$ cat config.mk
export PLATFORM = sky130hd
export DESIGN_NAME = ps2_key_decoder
export DESIGN_NICKNAME = d
export VERILOG_FILES = /design/src/rtl/ps2_key_decoder.sv
export SDC_FILE = /design/constraint.sdc
export NUM_CORES = 1
export LEC_CHECK = 0
export ABC_AREA = 0
export BUFFER_PORTS_ARGS = -buffer_cell sky130_fd_sc_hd__buf_4
export CAP_MARGIN = 10
export CELL_PAD_IN_SITES_DETAIL_PLACEMENT = 1
export CELL_PAD_IN_SITES_GLOBAL_PLACEMENT = 2
export CORE_ASPECT_RATIO = 0.8
export CORE_MARGIN = 3
export CORE_UTILIZATION = 36
export DETAILED_ROUTE_END_ITERATION = 16
export MAX_ROUTING_LAYER = met4
export PLACE_DENSITY_LB_ADDON = 0.2
export SETUP_SLACK_MARGIN = 0.15
export SLEW_MARGIN = 20
export SYNTH_ARGS = -nofsm -noshare
export SYNTH_HDL_FRONTEND = slang
export SYNTH_SLANG_ARGS = --single-unit
$ cat constraint.sdc
create_clock -name clk -period 3.9 [get_ports clk]
set_clock_uncertainty 0.05 [all_clocks]
set_input_delay 0.39 -clock clk [delete_from_list [all_inputs] [get_ports clk]]
set_output_delay 0.39 -clock clk [all_outputs]
set_load 0.01 [all_outputs]
$ cat src/rtl/ps2_key_decoder.sv
`default_nettype none
// ============================================================================
// Module      : ps2_key_decoder
// Description : Pops scancode bytes from a ps2_keyboard receive FIFO and
//               tracks the currently held key (scancode, ASCII, held flag),
//               a count of distinct presses, and a sticky FIFO-overflow flag.
//               Understands the 0xE0 extended prefix and 0xF0 break prefix.
// Revision    : 1.0 - initial release
// ============================================================================
module ps2_key_decoder #(
    parameter int COUNT_W = 8
) (
    input  logic               clk,
    input  logic               rst,
    input  logic [7:0]         data,
    input  logic               ready,
    input  logic               overflow,
    output logic               nextdata_n,
    output logic [7:0]         key_code,
    output logic [7:0]         key_ascii,
    output logic               key_down,
    output logic [COUNT_W-1:0] key_count,
    output logic               ovf_seen
);

    // ------------------------------------------------------------------------
    // Constants
    // ------------------------------------------------------------------------
    localparam logic [1:0] c_IDLE   = 2'd0;
    localparam logic [1:0] c_FETCH  = 2'd1;
    localparam logic [1:0] c_DECODE = 2'd2;

    localparam logic [7:0] c_EXT_PREFIX = 8'hE0;
    localparam logic [7:0] c_BRK_PREFIX = 8'hF0;

    // ------------------------------------------------------------------------
    // Signals
    // ------------------------------------------------------------------------
    logic [1:0]         r_state;
    logic [1:0]         w_state_next;
    logic               w_nextdata_n;

    logic [7:0]         r_byte;
    logic               r_ext;
    logic               r_brk;

    logic [7:0]         r_key_code;
    logic [7:0]         r_key_ascii;
    logic               r_key_down;
    logic [COUNT_W-1:0] r_key_count;
    logic               r_ovf_seen;

    logic               w_decode;
    logic               w_is_ext;
    logic               w_is_brk;
    logic               w_same_key;
    logic               w_new_press;
    logic [7:0]         w_ascii_raw;
    logic [7:0]         w_ascii;

    // ------------------------------------------------------------------------
    // State register
    // ------------------------------------------------------------------------
    // Holds the fetch sequencer state; reset always returns to IDLE.
    always_ff @(posedge clk) begin
        if (rst) begin
            r_state <= c_IDLE;
        end else begin
            r_state <= w_state_next;
        end
    end

    // ------------------------------------------------------------------------
    // Next-state and pop strobe
    // ------------------------------------------------------------------------
    // IDLE waits for a byte, FETCH pops it (one low cycle), DECODE consumes it.
    // ready is only looked at in IDLE, so a drop during FETCH cannot abort
    // a pop that is already in progress.
    always_comb begin
        w_state_next = r_state;
        w_nextdata_n = 1'b1;
        case (r_state)
            c_IDLE: begin
                if (ready) begin
                    w_state_next = c_FETCH;
                end
            end
            c_FETCH: begin
                w_nextdata_n = 1'b0;
                w_state_next = c_DECODE;
            end
            c_DECODE: begin
                w_state_next = c_IDLE;
            end
            default: begin
                w_state_next = c_IDLE;
            end
        endcase
    end

    assign nextdata_n = w_nextdata_n;

    // ------------------------------------------------------------------------
    // Byte capture
    // ------------------------------------------------------------------------
    // Latch the FIFO head at the closing edge of FETCH; with rst high in that
    // cycle the byte is dropped and the decoder never sees it.
    always_ff @(posedge clk) begin
        if (rst) begin
            r_byte <= 8'h00;
        end else if (r_state == c_FETCH) begin
            r_byte <= data;
        end
    end

    // ------------------------------------------------------------------------
    // Byte classification
    // ------------------------------------------------------------------------
    assign w_decode    = (r_state == c_DECODE);
    assign w_is_ext    = (r_byte == c_EXT_PREFIX);
    assign w_is_brk    = (r_byte == c_BRK_PREFIX);
    assign w_same_key  = (r_byte == r_key_code);
    // A make code counts as a new press unless it is a typematic repeat of
    // the key already held.
    assign w_new_press = !r_key_down || !w_same_key;

    // ------------------------------------------------------------------------
    // Scancode (set 2) to ASCII table
    // ------------------------------------------------------------------------
    // Letters map to uppercase, digit row to '0'..'9', plus space and enter.
    always_comb begin
        w_ascii_raw = 8'h00;
        case (r_byte)
            8'h1C: w_ascii_raw = 8'h41; // A
            8'h32: w_ascii_raw = 8'h42; // B
            8'h21: w_ascii_raw = 8'h43; // C
            8'h23: w_ascii_raw = 8'h44; // D
            8'h24: w_ascii_raw = 8'h45; // E
            8'h2B: w_ascii_raw = 8'h46; // F
            8'h34: w_ascii_raw = 8'h47; // G
            8'h33: w_ascii_raw = 8'h48; // H
            8'h43: w_ascii_raw = 8'h49; // I
            8'h3B: w_ascii_raw = 8'h4A; // J
            8'h42: w_ascii_raw = 8'h4B; // K
            8'h4B: w_ascii_raw = 8'h4C; // L
            8'h3A: w_ascii_raw = 8'h4D; // M
            8'h31: w_ascii_raw = 8'h4E; // N
            8'h44: w_ascii_raw = 8'h4F; // O
            8'h4D: w_ascii_raw = 8'h50; // P
            8'h15: w_ascii_raw = 8'h51; // Q
            8'h2D: w_ascii_raw = 8'h52; // R
            8'h1B: w_ascii_raw = 8'h53; // S
            8'h2C: w_ascii_raw = 8'h54; // T
            8'h3C: w_ascii_raw = 8'h55; // U
            8'h2A: w_ascii_raw = 8'h56; // V
            8'h1D: w_ascii_raw = 8'h57; // W
            8'h22: w_ascii_raw = 8'h58; // X
            8'h35: w_ascii_raw = 8'h59; // Y
            8'h1A: w_ascii_raw = 8'h5A; // Z
            8'h45: w_ascii_raw = 8'h30; // 0
            8'h16: w_ascii_raw = 8'h31; // 1
            8'h1E: w_ascii_raw = 8'h32; // 2
            8'h26: w_ascii_raw = 8'h33; // 3
            8'h25: w_ascii_raw = 8'h34; // 4
            8'h2E: w_ascii_raw = 8'h35; // 5
            8'h36: w_ascii_raw = 8'h36; // 6
            8'h3D: w_ascii_raw = 8'h37; // 7
            8'h3E: w_ascii_raw = 8'h38; // 8
            8'h46: w_ascii_raw = 8'h39; // 9
            8'h29: w_ascii_raw = 8'h20; // space
            8'h5A: w_ascii_raw = 8'h0D; // enter
            default: w_ascii_raw = 8'h00;
        endcase
    end

    // Extended codes share numbers with ordinary keys, so they never map.
    assign w_ascii = r_ext ? 8'h00 : w_ascii_raw;

    // ------------------------------------------------------------------------
    // Decoder state and key outputs
    // ------------------------------------------------------------------------
    // Prefix bytes only arm ext/brk; a following code is either a release
    // (brk armed) or a make, and both consume the prefixes.
    always_ff @(posedge clk) begin
        if (rst) begin
            r_ext       <= 1'b0;
            r_brk       <= 1'b0;
            r_key_code  <= 8'h00;
            r_key_ascii <= 8'h00;
            r_key_down  <= 1'b0;
            r_key_count <= '0;
        end else if (w_decode) begin
            if (w_is_ext) begin
                r_ext <= 1'b1;
            end else if (w_is_brk) begin
                r_brk <= 1'b1;
            end else if (r_brk) begin
                // Release: only the held key can be released.
                if (w_same_key) begin
                    r_key_down <= 1'b0;
                end
                r_brk <= 1'b0;
                r_ext <= 1'b0;
            end else begin
                // Make: load the new key; repeats of the held key are not
                // counted. The counter wraps silently.
                if (w_new_press) begin
                    r_key_count <= r_key_count + COUNT_W'(1);
                end
                r_key_code  <= r_byte;
                r_key_ascii <= w_ascii;
                r_key_down  <= 1'b1;
                r_ext       <= 1'b0;
            end
        end
    end

    // ------------------------------------------------------------------------
    // Sticky overflow flag
    // ------------------------------------------------------------------------
    // Any sampled overflow is remembered until reset.
    always_ff @(posedge clk) begin
        if (rst) begin
            r_ovf_seen <= 1'b0;
        end else if (overflow) begin
            r_ovf_seen <= 1'b1;
        end
    end

    // ------------------------------------------------------------------------
    // Output assignments
    // ------------------------------------------------------------------------
    assign key_code  = r_key_code;
    assign key_ascii = r_key_ascii;
    assign key_down  = r_key_down;
    assign key_count = r_key_count;
    assign ovf_seen  = r_ovf_seen;

endmodule
`default_nettype wire

Word-level counts from Yosys, hierarchy flattened
Memory sizes are Yosys's and may differ from the RTL's. A register that Yosys moved wholly into a read port is not among the register bits.
Index checks and enable logic that the tools add are counted.
Cells by class
  equal/unequal tests: 8
  reductions and logical operators: 9
  $add $sub $neg: 1
  bitwise gates (word level): 3
  multiplexer cells: 12
Operator list (count)
  $eq A8 B8 Y1 const B: 2
  $mux W8: 2
  $mux W7: 2
  $add A8 B1 Y8 const B: 1
  $eq A8 B8 Y1: 1
  $reduce_and A4 Y1: 2
  $mux W1: 6
  $reduce_and A5 Y1: 1
  $ne A2 B2 Y1 const B: 2
  $pmux W2 S2: 1
  $reduce_and A2 Y1: 2
  $not A1 Y1: 3
  $eq A2 B1 Y1 const B: 1
  $eq A2 B2 Y1 const B: 1
  $logic_not A1 Y1: 2
  $logic_not A2 Y1: 1
  $mux W2: 1
  $ne A2 B1 Y1 const B: 1
  $logic_or A1 B1 Y1: 1
Storage, ports and cells
  memory bits (read-only): 896
  word-level logic and storage cells: 43
  register bits after elaboration: 38
  output and inout port bits: 27
  memories kept: 1
  input port bits: 12
Memory list
  (name not given): depth 128, width 7, read ports 1, clocked after Yosys merged registers in 1, write ports 0, line 133  | case (r_byte)

Logic depth before layout (Yosys ltp)
Gate-level depths: netlist of run 1.
  depth in word-level cells: 4
  gate-level depth with buffers: 12
  depth with buffers taken out: 9

Worst setup path after synthesis of run 1
Ideal clock, no wire load.
  kind: register to register
  from: register r_state[1]
  to: register with a tool-made name
  stages on the path, launching flop included: 10
  buffers on the path: 1
  clock period less this slack: 2.548 ns
  data arrival time: 2.371 ns
  path slack: 1.352 ns
  data required time: 3.723 ns
  setup time: 0.127 ns
  path through: dfxtp_1 -> clkbuf_1 -> and4bb_2 -> a31oi_2 -> inv_1 -> ha_1 -> o2bb2ai_1 -> a221oi_2 -> nor2_1 -> or3_1
RTL lines
  start: declaration: line 39  | logic [1:0] r_state;
  start signal: assignment: line 67  | r_state <= c_IDLE;
  start signal: assignment: line 69  | r_state <= w_state_next;

==> impl_metrics.csv, run 1 <==
group,metric,value,unit
floorplanning,core.rowCount,27,
synth,synth_fp_nets,359,
clock_tree,clock_path_buffers,2,
pwr,power.clock.fraction,0.372,
sta,fin_tns_setup,0,ns
pwr,peakVddDrop,158.4,µV
clock_tree,clk_pin_slew,0.09,ns
setup_path,worstSetupEndpointType,"register",
finish,syn_to_final_growth,14.77,%
pwr,total_switching_power,0.0002946,W
run,maxCapViolCount,0,
synth,avg_synthesized_cell_area,8.122,µm²
route,number_of_vias_per_cell_after_detailed_routing,5.760,
placement,dpl.hpwl,6.437,mm
setup_path,r2r_setup_slack,0.85,ns
pwr,cellPowerDensity,323.2,nW/µm²
synth,ys_ff_latch,44,
sta,max-slew-margin-rel,0.4176,
setup_path,worst_setup_path_startpoint,"r_state[0]",
sta,rsz0062_at_grt,"no",
floorplanning,design.die.area,8764,µm²
finish,mostFrequentLayoutCells,"44 x sky130_fd_sc_hd__dfxtp_1, 41 x sky130_fd_sc_hd__buf_4, 37 x sky130_fd_sc_hd__nand2_1",
clock_tree,clock_sink_count,44,
route,drt_first_iter_violations,144,
sta,number_of_failing_setup_endpoints_in_the_final_timing_report,0,
outcome,result_of_the_run,"complete, no violations",
sta,hold_slack,0.2324,ns
synth,synth_top_cell_area_share,0.3190,
placement,globalplace.congestion,0.8937,
pwr,power.share.sequential,0.464,
setup_path,cp_num_cells,9,
clock_tree,cts-resized-gates,0,
pwr,power.combinational.fraction,0.164,
setup_path,critical_path_required,4.04,ns
finish,post_route_cells_drive_above_1_share,0.1878,
setup_path,cp_top_family,"compound AO/OA/AOI/OAI gates",
clock_tree,post-cts-setup-buffers,0,
sta,hold_viol,0,
finish,nets,380,
route,drt_pre_antenna_iters,4,
synth,ys_seq_area_frac,0.3190,
synth,synth_enable_flop_cells,0,
synth,synth_async_sr_flop_share,0,
floorplanning,die_h,84.34,µm
placement,port_buffers,37,
setup_path,reg2reg_depth,9,
synth,ys_types,71,
setup_path,cp.arrival,3.19,ns
route,vias,2667,
sta,finalWorstSetupSlack,0.8531,ns
placement,post-place-ws,0.8520,ns
sta,period_needed,3.047,ns
global_routing,track_usage,0.2037,
worst_hold_path,holdCritStartpoint,"overflow",
route,post_drt_wl_per_cell,18.78,µm
floorplanning,boundaryPins,39,
synth,synth_warnings,0,
clock_tree,clockRootBuffer,"sky130_fd_sc_hd__clkbuf_8",
synth,netlist_top_cells_area,"sky130_fd_sc_hd__dfxtp_1 32%, sky130_fd_sc_hd__a21oi_1 5.3%, sky130_fd_sc_hd__nand2_1 5.0%",
sta,maxSlewViolCount,0,
global_routing,antenna_found_initial,0,
setup_path,cp_slowest_cell,"sky130_fd_sc_hd__dfxtp_1",
global_routing,grt_overflow,0,
route,drc,0,
synth,post_synthesis_instance_area,2761,µm²
sta,min_period_over_period,0.7813,
pwr,intPower,0.0007297,W
pwr,power.share.switching,0.2876,
setup_path,critical-path-max-stage-delay,0.52,ns
clock_tree,tritoncts,"done",
setup_path,timing.setup.critical_path_class,"register to register",
synth,syn-instance-count,340,
worst_hold_path,worstHoldPathCells,3,
finish,antennaDiodeCount,0,
floorplanning,die_x,103.9,µm
setup_path,crit_path_cell_trace,"nor2b_4, inv_4, a31oi_2, inv_1, ha_1, o2bb2ai_1, a221oi_2, nor2_1, or3_1",
route,ant_nets,0,
route,drt-total-wl,8.693,mm
global_routing,grt_start_max_net_pins,32,
global_routing,first_global_vias,2642,
floorplanning,core_area,7162,µm²
setup_path,worst_path_buffer_plus_inverter_count,2,
clock_tree,cts.htree.levels,2,
clock_tree,number_of_buffers_created_by_cts,5,
floorplanning,initial_core_util,0.3856,
pwr,leakage,1.291,nW
synth,synth_top_cell_by_area,"sky130_fd_sc_hd__dfxtp_1",
sta,worst-slew-pin-transition,0.8717,ns
clock_tree,hold_buffers,0,
finish,fillCellCount,906,
sta,clock.fmax,0.3282,GHz
clock_tree,worstSkewPairLatency,0.31,ns
setup_path,critical_path_peak_fanout,20,
finish,mostFrequentLayoutCell,"sky130_fd_sc_hd__dfxtp_1",
setup_path,timing.critical_path.from_type,"register",
setup_path,regToRegStartpoint,"r_state[0]",
synth,synth_top_flop_cell,"sky130_fd_sc_hd__dfxtp_1",
worst_hold_path,hold_class,"input pin to register",
global_routing,grt_first_pass_wirelength,14.13,mm
-- routing by layer --
layer | global-route usage | wire length (µm) | up-vias
met2 | 0.2944 | 3633 | 94
met3 | 0.05457 | 574 | 11
met1 | 0.2849 | 4354 | 1296
li1 | - | - | 1266
met5 | - | 0 | -
met4 | 0.04227 | 131 | 0
-- cell usage after synthesis (all sizes together) (2+ instances only) --
library cell,count
nand2,38
ha,7
xor2,14
and3,3
nand3b,2
nor4,2
a211o,2
o21ai,8
nor4b,2
nand3,16
a221oi,4
inv,17
nor3,4
a31o,2
mux2i,7
nor2,27
a311o,4
nand4,6
o221ai,2
o211ai,3
a21oi,29
or2,4
a311oi,2
a31oi,12
nor3b,3
buf,15
and4bb,4
or3,3
dfxtp,44
nand2b,4
o31ai,7
a32oi,3
nor4bb,2
nor2b,5
clkbuf,12
a2111oi,2
-- final cells by class --
cell class	count	area (µm²)	area share
flip-flops and latches	44	880.8	0.2779
repair buffers	41	307.8	0.09712
clock buffers	6	82.58	0.02606
well taps	101	126.4	0.03987
multi-input cells	251	1655	0.5223
clock inverters	2	38.79	0.01224
inverters	18	77.57	0.02448
-- through the flow --
| step | instances | instance area [µm²] | utilization | power, W |
|---|---|---|---|---|
| 2_1_floorplan | 340 | 2761 | - | 0.0005995 |
| 3_3_place_gp | 455 | 3048 | 0.4256 | 0.0006507 |
| 3_5_place_dp | 455 | 3048 | 0.4256 | 0.0006498 |
| 4_1_cts | 463 | 3169 | 0.4425 | 0.001029 |
| 5_1_grt | 463 | 3169 | 0.4425 | 0.001067 |
| 6_report | 463 | 3169 | 0.4425 | 0.001024 |
-- power groups by stage --
stage / Sequential (W) / Combinational, W / Clock (W)
after global placement: 0.000486 / 0.000165 / 0
after detailed placement: 0.000486 / 0.000164 / 0
after floorplan: 0.000478 / 0.000122 / 0
after CTS: 0.000475 / 0.000165 / 0.000388
after global routing: 0.000477 / 0.000182 / 0.000408
final: 0.000475 / 0.000168 / 0.000381
-- worst min-delay path, delay by kind of cell --
kind | cells | cell delay [ns]
simple gates | 2 | 0.09
buf+inv | 1 | 0.08
-- cell families after synthesis --
logic type | after synthesis | share of synthesized area
adder cells (fa/ha/maj) | 7 | 0.03172
multiplexers | 8 | 0.03398
XOR/XNOR | 15 | 0.04758
AO/OA/AOI/OAI | 89 | 0.2311
AND/OR/NAND/NOR | 131 | 0.2537
other | 1 | 0.001358
buffers and inverters | 45 | 0.08156
flip-flops | 44 | 0.3190
-- worst min-delay path by stage --
stage	to	slack (ns)
finish	ovf_seen	0.23
global route	ovf_seen	0.24
CTS	ovf_seen	0.23
detailed placement	key_ascii[1]	0.40
global placement	key_ascii[1]	0.39
floorplan	key_ascii[0]	0.38
Power figures use the tool's default switching activity.
==> run 2: changes to the inputs <==
--- a/config.mk
+++ b/config.mk
@@ -12,7 +12,7 @@
 export CELL_PAD_IN_SITES_GLOBAL_PLACEMENT = 2
 export CORE_ASPECT_RATIO = 0.8
 export CORE_MARGIN = 3
-export CORE_UTILIZATION = 36
+export CORE_UTILIZATION = 31
 export DETAILED_ROUTE_END_ITERATION = 16
 export MAX_ROUTING_LAYER = met4
 export PLACE_DENSITY_LB_ADDON = 0.2
==> constraint.sdc (replaced) <==
create_clock -name clk -period 2.65 [get_ports clk]
set_clock_uncertainty 0.05 [all_clocks]
set_input_delay 0.265 -clock clk [delete_from_list [all_inputs] [get_ports clk]]
set_output_delay 0.265 -clock clk [all_outputs]
set_load 0.01 [all_outputs]
==> run 2 against run 1 <==
Compared with the run above: sequential share of layout area down 1.9 points; setup slack got worse by 0.60 ns; fmax is 27% higher; utilization fell by 4.4 points; final cell count increased by 7.8%; hold slack got worse by 0.11 ns; combinational power rose by 75%; total power is 48% higher; sequential power rose by 46%; non-clock buffer count up 25; clock-buffer cell count unchanged.
==> impl_metrics.csv, run 2 (same netlist as run 1, synthesis figures left out) <==
group,metric,value,unit
outcome,result_of_the_run,"complete, no violations",
route,drt-total-wl,9.348,mm
floorplanning,initial_core_util,0.3227,
setup_path,worstSetupEndpointType,"register",
pwr,power.share.switching,0.2919,
finish,fillCellCount,1028,
floorplanning,design.die.area,10080,µm²
finish,syn_to_final_growth,23.65,%
route,post_drt_wl_per_cell,18.73,µm
finish,multi_input_comb_area,1698,µm²
sta,worst-slew-pin-transition,0.5104,ns
global_routing,grt_overflow,0,
global_routing,grt_first_pass_wirelength,15.16,mm
pwr,power.clock.fraction,0.349,
placement,globalplace.congestion,0.9061,
global_routing,grt_start_max_net_pins,27,
clock_tree,worstSkewPairLatency,0.30,ns
floorplanning,die_h,90.42,µm
global_routing,antenna_found_initial,0,
finish,mostFrequentLayoutCells,"64 x sky130_fd_sc_hd__buf_4, 42 x sky130_fd_sc_hd__dfxtp_1, 37 x sky130_fd_sc_hd__nand2_1",
route,drc,0,
pwr,overall_power_consumption,0.001519,W
placement,port_buffers,37,
clock_tree,clock_path_buffers,2,
pwr,power.share.sequential,0.457,
route,drt_first_iter_violations,204,
pwr,power.combinational.fraction,0.194,
floorplanning,core.rowCount,30,
finish,antennaDiodeCount,0,
floorplanning,boundaryPins,39,
sta,clock.fmax,0.4178,GHz
clock_tree,cts.htree.levels,2,
pwr,peakVddDrop,265.4,µV
sta,min_period_over_period,0.9031,
clock_tree,hold_buffers,0,
finish,nets,405,
clock_tree,clockRootBuffer,"sky130_fd_sc_hd__clkbuf_8",
sta,hold_viol,0,
setup_path,r2r_setup_slack,0.26,ns
setup_path,cp.arrival,2.53,ns
clock_tree,tritoncts,"done",
run,maxCapViolCount,0,
pwr,intPower,0.001075,W
floorplanning,core_area,8558,µm²
sta,number_of_failing_setup_endpoints_in_the_final_timing_report,0,
route,number_of_vias_per_cell_after_detailed_routing,5.443,
clock_tree,clk_pin_slew,0.09,ns
floorplanning,die_x,111.5,µm
pwr,total_switching_power,0.0004434,W
sta,max-slew-margin-rel,0.6568,
finish,mostFrequentLayoutCell,"sky130_fd_sc_hd__buf_4",
setup_path,critical_path_peak_fanout,7,
sta,fin_tns_setup,0,ns
finish,seqCellArea,883.3,µm²
setup_path,timing.setup.critical_path_class,"register to register",
setup_path,timing.critical_path.from_type,"register",
sta,period_needed,2.393,ns
pwr,leakage,1.413,nW
sta,maxSlewViolCount,0,
global_routing,first_global_vias,2745,
clock_tree,clock_sink_count,44,
sta,rsz0062_at_grt,"no",
route,ant_nets,0,
finish,finalCoreUtilization,0.3990,
placement,dpl.hpwl,6.936,mm
route,vias,2716,
route,drt_pre_antenna_iters,4,
setup_path,critical_path_required,2.78,ns
clock_tree,number_of_buffers_created_by_cts,5,
global_routing,track_usage,0.1894,
pwr,cellPowerDensity,444.8,nW/µm²
finish,post_route_cells_drive_above_1_share,0.2636,
worst_hold_path,hold_class,"input pin to register",
-- run 2: worst max-delay path: stages (launching register included) --
cell	delay, ns
sky130_fd_sc_hd__dfxtp_2	0.34
sky130_fd_sc_hd__nor2b_4	0.26
sky130_fd_sc_hd__clkinv_4	0.13
sky130_fd_sc_hd__buf_4	0.16
sky130_fd_sc_hd__mux2i_4	0.28
sky130_fd_sc_hd__or2_4	0.27
sky130_fd_sc_hd__nand3_1	0.23
sky130_fd_sc_hd__or3b_1	0.43
sky130_fd_sc_hd__o311ai_0	0.11
-- run 2: layer usage --
metal / vias up / wire [µm] / GRT usage
met1: 1323 / 4784 / 0.2810
li1: 1318 / - / -
met3: 4 / 562 / 0.04287
met2: 71 / 3948 / 0.2610
met5: - / 0 / -
met4: 0 / 51 / 0.03951
-- run 2: what timing repair did --
action                     4_1_cts  5_1_grt
setup buffers                    1        6
gates cloned                     0        0
resized for setup                1       16
setup endpoints to repair        3        5
pin swaps                        0        3
-- run 2: final cells by class --
| class | count | share of cell area |
|---|---|---|
| clock buffers | 6 | 0.02125 |
| repair buffers | 66 | 0.1473 |
| flip-flops and latches | 44 | 0.2587 |
| multi-input cells | 251 | 0.4973 |
| well taps | 112 | 0.04104 |
| clock inverters | 2 | 0.01026 |
| inverters | 18 | 0.02418 |
-- run 2: per-stage QoR --
| step | hold slack (ns) | instances | worst slack [ns] | instance area (µm²) |
|---|---|---|---|---|
| final | 0.1270 | 499 | 0.2567 | 3415 |
| after global routing | 0.1483 | 499 | 0.1383 | 3415 |
| after CTS | 0.1161 | 493 | 0.1765 | 3323 |
| after detailed placement | 0.3986 | 484 | 0.1213 | 3206 |
| after global placement | 0.3952 | 484 | 0.09890 | 3206 |
| after floorplan | 0.3308 | 340 | 0.2120 | 2770 |
-- run 2: power by group through the flow --
stage          registers [W]  clock network [W]  logic [W]
3_3_place_gp        0.000708                  0   0.000275
5_1_grt             0.000696           0.000566   0.000323
2_1_floorplan       0.000703                  0   0.000180
3_5_place_dp        0.000709                  0   0.000271
4_1_cts             0.000693           0.000539   0.000275
6_report            0.000694           0.000531   0.000294
-- run 2: path summary, 6_finish.rpt --
path,startpoint,endpoint,cells past startpoint
worst max-delay path,r_state[0],register,8
worst min-delay path,overflow,ovf_seen,3
worst max register to register,r_state[0],register,8
worst min register to register,key_ascii[0],key_ascii[0],2
==> run 3: changes to the inputs <==
--- a/config.mk
+++ b/config.mk
@@ -11,7 +11,6 @@
 export CELL_PAD_IN_SITES_DETAIL_PLACEMENT = 1
 export CELL_PAD_IN_SITES_GLOBAL_PLACEMENT = 2
 export CORE_ASPECT_RATIO = 0.8
-export CORE_MARGIN = 3
 export CORE_UTILIZATION = 31
 export DETAILED_ROUTE_END_ITERATION = 16
 export MAX_ROUTING_LAYER = met4
==> constraint.sdc (replaced) <==
create_clock -name clk -period 2.65 [get_ports clk]
set_clock_uncertainty 0.05 [all_clocks]
set_input_delay 0.265 -clock clk [delete_from_list [all_inputs] [get_ports clk]]
set_output_delay 0.265 -clock clk [all_outputs]
set_load 0.05 [all_outputs]
==> run 3 against run 2 <==
Compared with the run above: setup slack worse by 0.0072 ns; sequential power is essentially flat; fmax shrank 0.30%; first-iteration DRC count down 34%; clock-buffer cell count unchanged; total power shrank 0.13%; hold slack got worse by 0.00076 ns; sequential share of layout area is 0.24 points higher; largest power group unchanged; largest cell class unchanged; register-to-register slack barely moved; sequential cell count unchanged.
==> impl_metrics.csv, run 3 (same netlist as run 1, synthesis figures left out) <==
group,metric,value,unit
outcome,result_of_the_run,"complete, no violations",
route,drt_pre_antenna_iters,4,
setup_path,r2r_setup_slack,0.25,ns
floorplanning,core.rowCount,30,
sta,rsz0062_at_grt,"yes",
pwr,power.combinational.fraction,0.201,
setup_path,crit_path_cell_trace,"buf_4, and4bb_2, a31oi_4, ha_2, nand2_1, o211ai_1, or3b_1, o311ai_1",
placement,dpl.hpwl,7.032,mm
sta,fin_tns_setup,0,ns
global_routing,track_usage,0.2142,
pwr,intPower,0.001070,W
clock_tree,clock_path_buffers,2,
placement,post-place-cells,485,
sta,worst-slew-pin-transition,0.5223,ns
pwr,power.share.sequential,0.457,
pwr,power.clock.fraction,0.341,
global_routing,grt_overflow,0,
pwr,peakVddDrop,186.9,µV
placement,post-place-ws,0.04080,ns
route,drt-total-wl,9.308,mm
clock_tree,clockRootBuffer,"sky130_fd_sc_hd__clkbuf_8",
route,drc,0,
finish,mostFrequentLayoutCell,"sky130_fd_sc_hd__buf_4",
clock_tree,hold_buffers,0,
pwr,leakage,1.391,nW
pwr,cellPowerDensity,449.0,nW/µm²
finish,nets,403,
setup_path,timing.critical_path.from_type,"register",
pwr,total_switching_power,0.0004464,W
placement,port_buffers,37,
clock_tree,tritoncts,"done",
route,post_drt_wl_per_cell,18.73,µm
setup_path,cp.arrival,2.51,ns
placement,globalplace.congestion,0.9701,
clock_tree,number_of_buffers_created_by_cts,5,
setup_path,worstSetupEndpointType,"register",
setup_path,worst_setup_path_startpoint,"r_state[0]",
finish,finalCoreUtilization,0.3947,
global_routing,first_global_vias,2647,
clock_tree,cts.htree.levels,2,
floorplanning,core_area,8558,µm²
sta,finalWorstSetupSlack,0.2495,ns
setup_path,timing.setup.critical_path_class,"register to register",
worst_hold_path,hold_class,"input pin to register",
setup_path,regToRegStartpoint,"r_state[0]",
route,ant_nets,0,
setup_path,reg2reg_depth,8,
finish,layoutNonFillerInstCount,497,
clock_tree,worstSkewPairLatency,0.29,ns
finish,mostFrequentLayoutCells,"64 x sky130_fd_sc_hd__buf_4, 43 x sky130_fd_sc_hd__dfxtp_1, 37 x sky130_fd_sc_hd__nand2_1",
floorplanning,boundaryPins,39,
global_routing,grt_start_max_net_pins,28,
floorplanning,initial_core_util,0.3227,
global_routing,grt_first_pass_wirelength,14.75,mm
sta,hold_viol,0,
floorplanning,die_h,86.42,µm
sta,min_period_over_period,0.9059,
finish,syn_to_final_growth,22.34,%
run,maxCapViolCount,0,
route,number_of_vias_per_cell_after_detailed_routing,5.465,
finish,antennaDiodeCount,0,
setup_path,cp_slowest_cell,"sky130_fd_sc_hd__or3b_1",
sta,maxSlewViolCount,0,
sta,max-slew-margin-rel,0.6486,
clock_tree,clk_pin_slew,0.09,ns
sta,clock.fmax,0.4166,GHz
finish,final_area,3378,µm²
route,vias,2716,
global_routing,antenna_found_initial,0,
setup_path,critical_path_peak_fanout,12,
floorplanning,die_x,107.5,µm
floorplanning,design.die.area,9291,µm²
sta,number_of_failing_setup_endpoints_in_the_final_timing_report,0,
route,drt_first_iter_violations,134,
pwr,power.share.switching,0.2943,
setup_path,critical_path_required,2.76,ns
finish,post_route_cells_drive_above_1_share,0.2519,
placement,place_area,3213,µm²
clock_tree,clock_sink_count,44,
sta,period_needed,2.401,ns
setup_path,critical-path-max-stage-delay,0.37,ns
[run 3: cell type report]
class	count	area, µm²
flip-flops and latches	44	882.1
clock buffers	6	72.57
fillers	1032	5180
clock inverters	2	35.03
repair buffers	64	480.5
multi-input cells	251	1687
inverters	18	81.33
well taps	112	140.1
[run 3: worst min path at each step]
stage | to | startpoint | depth (start not counted)
floorplan | ovf_seen | overflow | 2
global placement | key_ascii[0] | key_ascii[0] | 2
detailed placement | key_ascii[1] | key_ascii[1] | 2
CTS | ovf_seen | overflow | 3
global route | ovf_seen | overflow | 3
finish | ovf_seen | overflow | 3
[run 3: critical path, delay by kind of cell (launching register included)]
family | cells | cell delay [ns]
buffers and inverters | 1 | 0.16
DFF | 1 | 0.32
adders and majority gates | 1 | 0.34
AOI/OAI and AO/OA | 3 | 0.60
and+or+nand+nor | 3 | 0.79
[run 3: power groups by stage]
stage          Combinational (W)  Sequential, W  Clock [W]
2_1_floorplan           0.000186       0.000715          0
3_3_place_gp            0.000294       0.000709          0
3_5_place_dp            0.000290       0.000709          0
4_1_cts                 0.000295       0.000694   0.000539
5_1_grt                 0.000329       0.000697   0.000568
6_report                0.000305       0.000694   0.000518
[run 3: routing by layer]
metal | track usage | up-vias | wire (µm)
met5 | - | - | 0
met4 | 0.03362 | 0 | 59
met3 | 0.03083 | 4 | 509
met2 | 0.3036 | 76 | 3901
met1 | 0.3223 | 1321 | 4837
li1 | - | 1315 | -
[run 3: metrics by stage]
step | total power, W | hold slack (ns)
floorplan | 0.0009009 | 0.3308
global placement | 0.001003 | 0.3917
detailed placement | 0.0009990 | 0.3990
CTS | 0.001528 | 0.1242
global route | 0.001594 | 0.1355
finish | 0.001517 | 0.1263
[run 3: timing repair]
| item | CTS | global route |
|---|---|---|
| buffers inserted | 2 | 2 |
| pin swaps | 1 | 1 |
| resized for setup | 3 | 6 |
| endpoints found under the hold margin | 0 | 0 |
| endpoints found under the setup margin | 2 | 4 |
